===== config.mk =====
export PLATFORM = sky130hd
export DESIGN_NAME = ps2_host_rx
export DESIGN_NICKNAME = d
export VERILOG_FILES = /design/src/rtl/ps2_host_rx.sv
export SDC_FILE = /design/constraint.sdc
export NUM_CORES = 1
export LEC_CHECK = 0
export ABC_CLOCK_PERIOD_IN_PS = 2530
export BUFFER_PORTS_ARGS = -buffer_cell sky130_fd_sc_hd__buf_4
export CAP_MARGIN = 20
export CORE_ASPECT_RATIO = 1.2
export CORE_MARGIN = 2
export CORE_UTILIZATION = 58
export DETAILED_ROUTE_END_ITERATION = 12
export HOLD_SLACK_MARGIN = 0.05
export PLACE_DENSITY_LB_ADDON = 0.2
export SLEW_MARGIN = 30
export SYNTH_ARGS = -nofsm -noshare
export SYNTH_HDL_FRONTEND = slang
export SYNTH_SLANG_ARGS = --single-unit

===== constraint.sdc =====
create_clock -name clk -period 2.53 [get_ports clk]
set_clock_uncertainty 0.2 [all_clocks]
set_input_delay 0.3795 -clock clk [delete_from_list [all_inputs] [get_ports clk]]
set_output_delay 0.3795 -clock clk [all_outputs]
set_load 0.02 [all_outputs]

===== src/rtl/ps2_host_rx.sv =====
// Host-side PS/2 device-to-host receiver: synchronise, edge-detect, deserialise 11-bit frames.
// Optional clock glitch filter enabled by defining PS2_RX_GLITCH_FILTER_EN.
module ps2_host_rx #(
    parameter int unsigned FILTER_LEN   = 8,
    parameter int unsigned TIMEOUT_BITS = 16
) (
    input  logic       clk,
    input  logic       rst_n,
    input  logic       ps2_clk_in,
    input  logic       ps2_data_in,
    input  logic       rx_en,
    output logic [7:0] rx_data,
    output logic       rx_valid,
    output logic       rx_parity_err,
    output logic       rx_frame_err,
    output logic       rx_timeout_err,
    output logic       rx_busy
);
    localparam int unsigned DATA_W = 8;
    localparam int unsigned CNT_W  = 3;

    localparam logic [1:0] S_IDLE   = 2'd0;
    localparam logic [1:0] S_DATA   = 2'd1;
    localparam logic [1:0] S_PARITY = 2'd2;
    localparam logic [1:0] S_STOP   = 2'd3;

    if (FILTER_LEN < 2 || FILTER_LEN > 255) begin : g_filter_len_chk
        $error("ps2_host_rx: FILTER_LEN must be in 2..255");
    end

    // Two-stage synchronisers, reset to the bus idle level
    logic [1:0] clk_sync_q;
    logic [1:0] dat_sync_q;
    logic       clk_s;
    logic       dat_s;

    always_ff @(posedge clk or negedge rst_n) begin
        if (!rst_n) begin
            clk_sync_q <= 2'b11;
            dat_sync_q <= 2'b11;
        end else begin
            clk_sync_q <= {clk_sync_q[0], ps2_clk_in};
            dat_sync_q <= {dat_sync_q[0], ps2_data_in};
        end
    end

    assign clk_s = clk_sync_q[1];
    assign dat_s = dat_sync_q[1];

    logic kclk;

`ifdef PS2_RX_GLITCH_FILTER_EN
    localparam int unsigned FLT_W = 8;
    logic [FLT_W-1:0] flt_cnt_q;
    logic             kclk_q;

    // kclk follows clk_s only after FILTER_LEN consecutive disagreeing cycles
    always_ff @(posedge clk or negedge rst_n) begin
        if (!rst_n) begin
            flt_cnt_q <= '0;
            kclk_q    <= 1'b1;
        end else if (clk_s == kclk_q) begin
            flt_cnt_q <= '0;
        end else if (flt_cnt_q == FLT_W'(FILTER_LEN - 1)) begin
            flt_cnt_q <= '0;
            kclk_q    <= clk_s;
        end else begin
            flt_cnt_q <= flt_cnt_q + FLT_W'(1);
        end
    end

    assign kclk = kclk_q;
`else
    assign kclk = clk_s;
`endif

    logic kclk_d_q;
    logic fall;

    always_ff @(posedge clk or negedge rst_n) begin
        if (!rst_n) kclk_d_q <= 1'b1;
        else        kclk_d_q <= kclk;
    end

    assign fall = ~kclk & kclk_d_q;

    logic [1:0]              state_q, state_d;
    logic [DATA_W-1:0]       sr_q, sr_d;
    logic                    par_q, par_d;
    logic [CNT_W-1:0]        bit_cnt_q, bit_cnt_d;
    logic [TIMEOUT_BITS-1:0] wdog_q, wdog_d;
    logic [DATA_W-1:0]       rx_data_q, rx_data_d;
    logic                    valid_q, valid_d;
    logic                    perr_q, perr_d;
    logic                    ferr_q, ferr_d;
    logic                    terr_q, terr_d;
    logic                    busy_q;
    logic                    wdog_exp;

    assign wdog_exp = (state_q != S_IDLE) && (&wdog_q);

    always_ff @(posedge clk or negedge rst_n) begin
        if (!rst_n) begin
            state_q   <= S_IDLE;
            sr_q      <= '0;
            par_q     <= 1'b0;
            bit_cnt_q <= '0;
            wdog_q    <= '0;
            rx_data_q <= '0;
            valid_q   <= 1'b0;
            perr_q    <= 1'b0;
            ferr_q    <= 1'b0;
            terr_q    <= 1'b0;
            busy_q    <= 1'b0;
        end else begin
            state_q   <= state_d;
            sr_q      <= sr_d;
            par_q     <= par_d;
            bit_cnt_q <= bit_cnt_d;
            wdog_q    <= wdog_d;
            rx_data_q <= rx_data_d;
            valid_q   <= valid_d;
            perr_q    <= perr_d;
            ferr_q    <= ferr_d;
            terr_q    <= terr_d;
            busy_q    <= (state_d != S_IDLE);
        end
    end

    // Next state: rx_en low beats watchdog expiry, which beats a clock fall
    always_comb begin
        state_d   = state_q;
        sr_d      = sr_q;
        par_d     = par_q;
        bit_cnt_d = bit_cnt_q;
        rx_data_d = rx_data_q;
        valid_d   = 1'b0;
        perr_d    = 1'b0;
        ferr_d    = 1'b0;
        terr_d    = 1'b0;
        wdog_d    = (state_q == S_IDLE || fall) ? '0 : wdog_q + TIMEOUT_BITS'(1);

        if (!rx_en) begin
            state_d = S_IDLE;
        end else if (wdog_exp) begin
            state_d = S_IDLE;
            terr_d  = 1'b1;
        end else if (fall) begin
            case (state_q)
                S_IDLE: begin
                    if (!dat_s) begin
                        state_d   = S_DATA;
                        bit_cnt_d = '0;
                    end
                end
                S_DATA: begin
                    sr_d      = {dat_s, sr_q[DATA_W-1:1]};
                    bit_cnt_d = bit_cnt_q + CNT_W'(1);
                    if (bit_cnt_q == CNT_W'(7)) state_d = S_PARITY;
                end
                S_PARITY: begin
                    par_d   = dat_s;
                    state_d = S_STOP;
                end
                default: begin
                    rx_data_d = sr_q;
                    state_d   = S_IDLE;
                    if (!dat_s)               ferr_d  = 1'b1;
                    else if (^{sr_q, par_q})  valid_d = 1'b1;
                    else                      perr_d  = 1'b1;
                end
            endcase
        end
    end

    assign rx_data        = rx_data_q;
    assign rx_valid       = valid_q;
    assign rx_parity_err  = perr_q;
    assign rx_frame_err   = ferr_q;
    assign rx_timeout_err = terr_q;
    assign rx_busy        = busy_q;

endmodule


==> summary.txt <==
Status
  – Status: complete, but fails checks
  – Failing checks: design-rule violations

Flow run
  – Maxcap violations: 0

Setup path
  – CP endpoint kind: register
  – WP data required: between 2000 and 3000 ps
  – Worst reg2reg path depth: 5
  – Kind of critical path: reg -> reg
  – Slowest cell on the critical path: dfrtp_1
  – RR Startpoint: wdog_q[2]
  – Crit Path Max Fanout: 11
  – Critical R2R Capture: rx_data[5]
  – Buf/Inv on CP: 1
  – Worst EP arrival: about 2100 ps
  – Crit-path cells: and4_1 > nand4_4 > o2111ai_1 > buf_4 > mux2_2
  – Crit path max-delay family: simple AND/OR/NAND/NOR gates
  – Startpoint types: register
  – CP max stage delay: between 400 and 500 ps
  – Reg2Reg Setup Slack: about 380 ps

Global route
  – Largest net degree at the start of global routing: around 50
  – Initial antenna violation count: 0
  – Total global-route track usage: 0.192
  – Vias in the first global route: about 1300
  – Global-route wire length before repair: ~6000 um
  – Total gr overflow: 0

Power and ir drop
  – Cell area power density: around 560 nW/um^2
  – P_leak: about 1.1 nW
  – Tot Pwr: between 1 and 1.5 mW
  – Worst VDD drop: ~0.44 mV

Logic synthesis
  – Synth Cell Area: around 2100 sq um
  – Main combinational cell family by area after synthesis: simple AND/OR/NAND/NOR gates
  – Yosys top cell by area: dfrtp_1
  – Post-synthesis simple-gate area fraction: 0.127
  – Ys flop type: dfrtp_1
  – Synth Area in Compound Gates: 0.0719
  – Syn nets: 173
  – EDFF count, synth: 0
  – Synth area leaders: dfrtp_1 (51%), dfstp_2 (6.2%), mux2_2 (5.9%)
  – Post-synthesis cell count: roughly 170
  – Xor and xnor area share after synthesis: 0.0773
  – Post-synthesis mux area share: 0.109
  – Synth Area in Adders: 0.0178
  – Asr flop ratio synth: 1.00
  – Synthesis Warnings: 0
  – Post-synthesis sequential area ratio: 0.574
  – Count of different cell masters after synthesis: 39
  – #FFs+latches synth: 48
  – Yosys top cell area share: 0.511
  – Syn Area/Cell: between 10 and 15 sq um

STA
  – Fin. Hold Viols: 0
  – Setup TNS: 0 ps
  – Fin crit period: between 2000 and 2500 ps
  – Worst-margin pin slew: just under 600 ps
  – Min Hold Slack: 158 ps
  – Final setup margin: between 300 and 400 ps
  – Slew Limit Headroom: 0.612
  – Final setup viols: 0
  – Unrepaired setup endpoints after global routing: no
  – Pins Over Slew Limit: 0
  – Fmax: between 0.4 and 0.5 GHz
  – Final cycle utilization of the critical path: 0.849

Placed design
  – Post-Place Cells: approximately 220
  – Gpl congestion: 0.795
  – Hpwl dp: 2360 um
  – Dpl ws: about 390 ps
  – I/O Buffers: 17
  – Area after DPL: between 2000 and 2500 sq um

Detailed routing
  – Routed length per instance: 15.2 um
  – Vias per cell: around 5.8
  – Routed Antenna Nets: 0
  – WL met3: 95 um
  – Final WL: approximately 3500 um
  – Met1 Routed Length: 1620 um
  – DRC: 1
  – Via count: between 1000 and 1500
  – Metal2 WL: roughly 1700 um
  – First-pass detailed-route iteration total: 9
  – Starting DRT DRC Count: 33
  – Top sig layer: met4

CTS
  – Longest Clk Path Bufs: 2
  – H-Tree Depth: 2
  – Clock Latency Late Sink: a little under 300 ps
  – CTS tree: built
  – CTS sink cnt: 48
  – Clk pin slew, worst setup/hold paths: about 80 ps
  – CTS root buffer: clkbuf_8
  – CTS Buf Count: 5

Hold path
  – Hold Path Class: reg -> reg
  – Hold-critical path depth: 0
  – Endpoint, Worst Hold: dat_sync_q[1]
  – Hold Crit Start: dat_sync_q[0]

Finish
  – Fraction of layout cells with a size suffix above 1: 0.288
  – Commonest non-fill, non-tap cells in the layout: dfrtp_1 (43), buf_4 (19), nor2_1 (16)
  – Final nets: 198
  – Area Growth Syn to Fin: 13.3%
  – Most common cell after layout, fill and taps aside: dfrtp_1
  – Fill count: 243
  – Post-route core utilization: 0.702
  – # diodes: 0
  – Final std cell area, no fill: between 2000 and 2500 sq um
  – Non-filler cells, final: about 230

Floorplanning
  – Std cell rows: 23
  – Core Area: about 3400 sq um
  – DIE AREA: around 4100 sq um
  – Die X: a little under 60 um
  – Chip height: roughly 70 um
  – Initial Utilization: 0.620
  – IO Count: 18
## worst reg2reg max path, delay by kind of cell (launching register included)
family	cells	cell delay, ps
buffers and inverters	1	230
AO/OA/AOI/OAI	1	250
flip-flops	1	430
multiplexers	1	360
AND/OR/NAND/NOR	2	580
## what timing repair did
item	CTS	global route
hold endpoints to repair	45	0
resized for setup	0	0
hold buffers	3	0
buffers inserted	0	0
## state kept, by name, indices dropped and copies added (netlist names)
name and cells:
wdog_q 16, rx_data 8, sr_q 8, bit_cnt_q 3, clk_sync_q 2, dat_sync_q 2, state_q 2, kclk_d_q 1
par_q 1, rx_busy 1, rx_frame_err 1, rx_parity_err 1, rx_timeout_err 1, rx_valid 1
## layer usage
layer | vias up | global-route usage
met5 | - | 0
met4 | 0 | 0.0833
met3 | 7 | 0.0444
met2 | 22 | 0.296
met1 | 656 | 0.256
li1 | 632 | -
## power by group
part	switching (mW)	internal, mW
Clock	0.230	0.223
Sequential	0.0149	0.785
Combinational	0.0402	0.0410
## kinds of logic after synthesis
family	count (synthesis)
DFF	48
AOI/OAI and AO/OA	23
muxes	18
and+or+nand+nor	47
xor gates and xnor gates	17
buffers and inverters	9
adders and majority gates	3
## how the worst max path moves through the flow
stage                     slack, ps    endpoint       start  cells after the start
after floorplan                 560  rx_data[0]  state_q[0]                      5
after global placement          500  rx_data[0]   wdog_q[2]                      5
after detailed placement        390  rx_data[5]   wdog_q[2]                      5
after CTS                       370  rx_data[5]   wdog_q[2]                      5
after global routing            220  rx_data[5]   wdog_q[2]                      5
final                           380  rx_data[5]   wdog_q[2]                      5
## cell type report
class | instances | area [sq um] | area share
clock buffer | 8 | 90.1 | 0.0378
inverter | 5 | 18.8 | 0.00787
multi-input combinational | 108 | 848 | 0.356
sequential | 48 | 1210 | 0.507
tap | 37 | 46.3 | 0.0194
timing repair buffer | 22 | 173 | 0.0724
## cell usage after synthesis (all sizes together) (2+ instances only)
master,instances
and4,2
o21ai,9
a22o,2
xor2,9
ha,3
xnor2,7
nor2,17
dfrtp,43
a21oi,6
buf,3
nand2,3
o2111a,2
nand4,5
nor2b,2
nand3,5
dfstp,5
inv,5
nor3,2
or3,4
mux2,18
(Power assumes the default switching activity.)
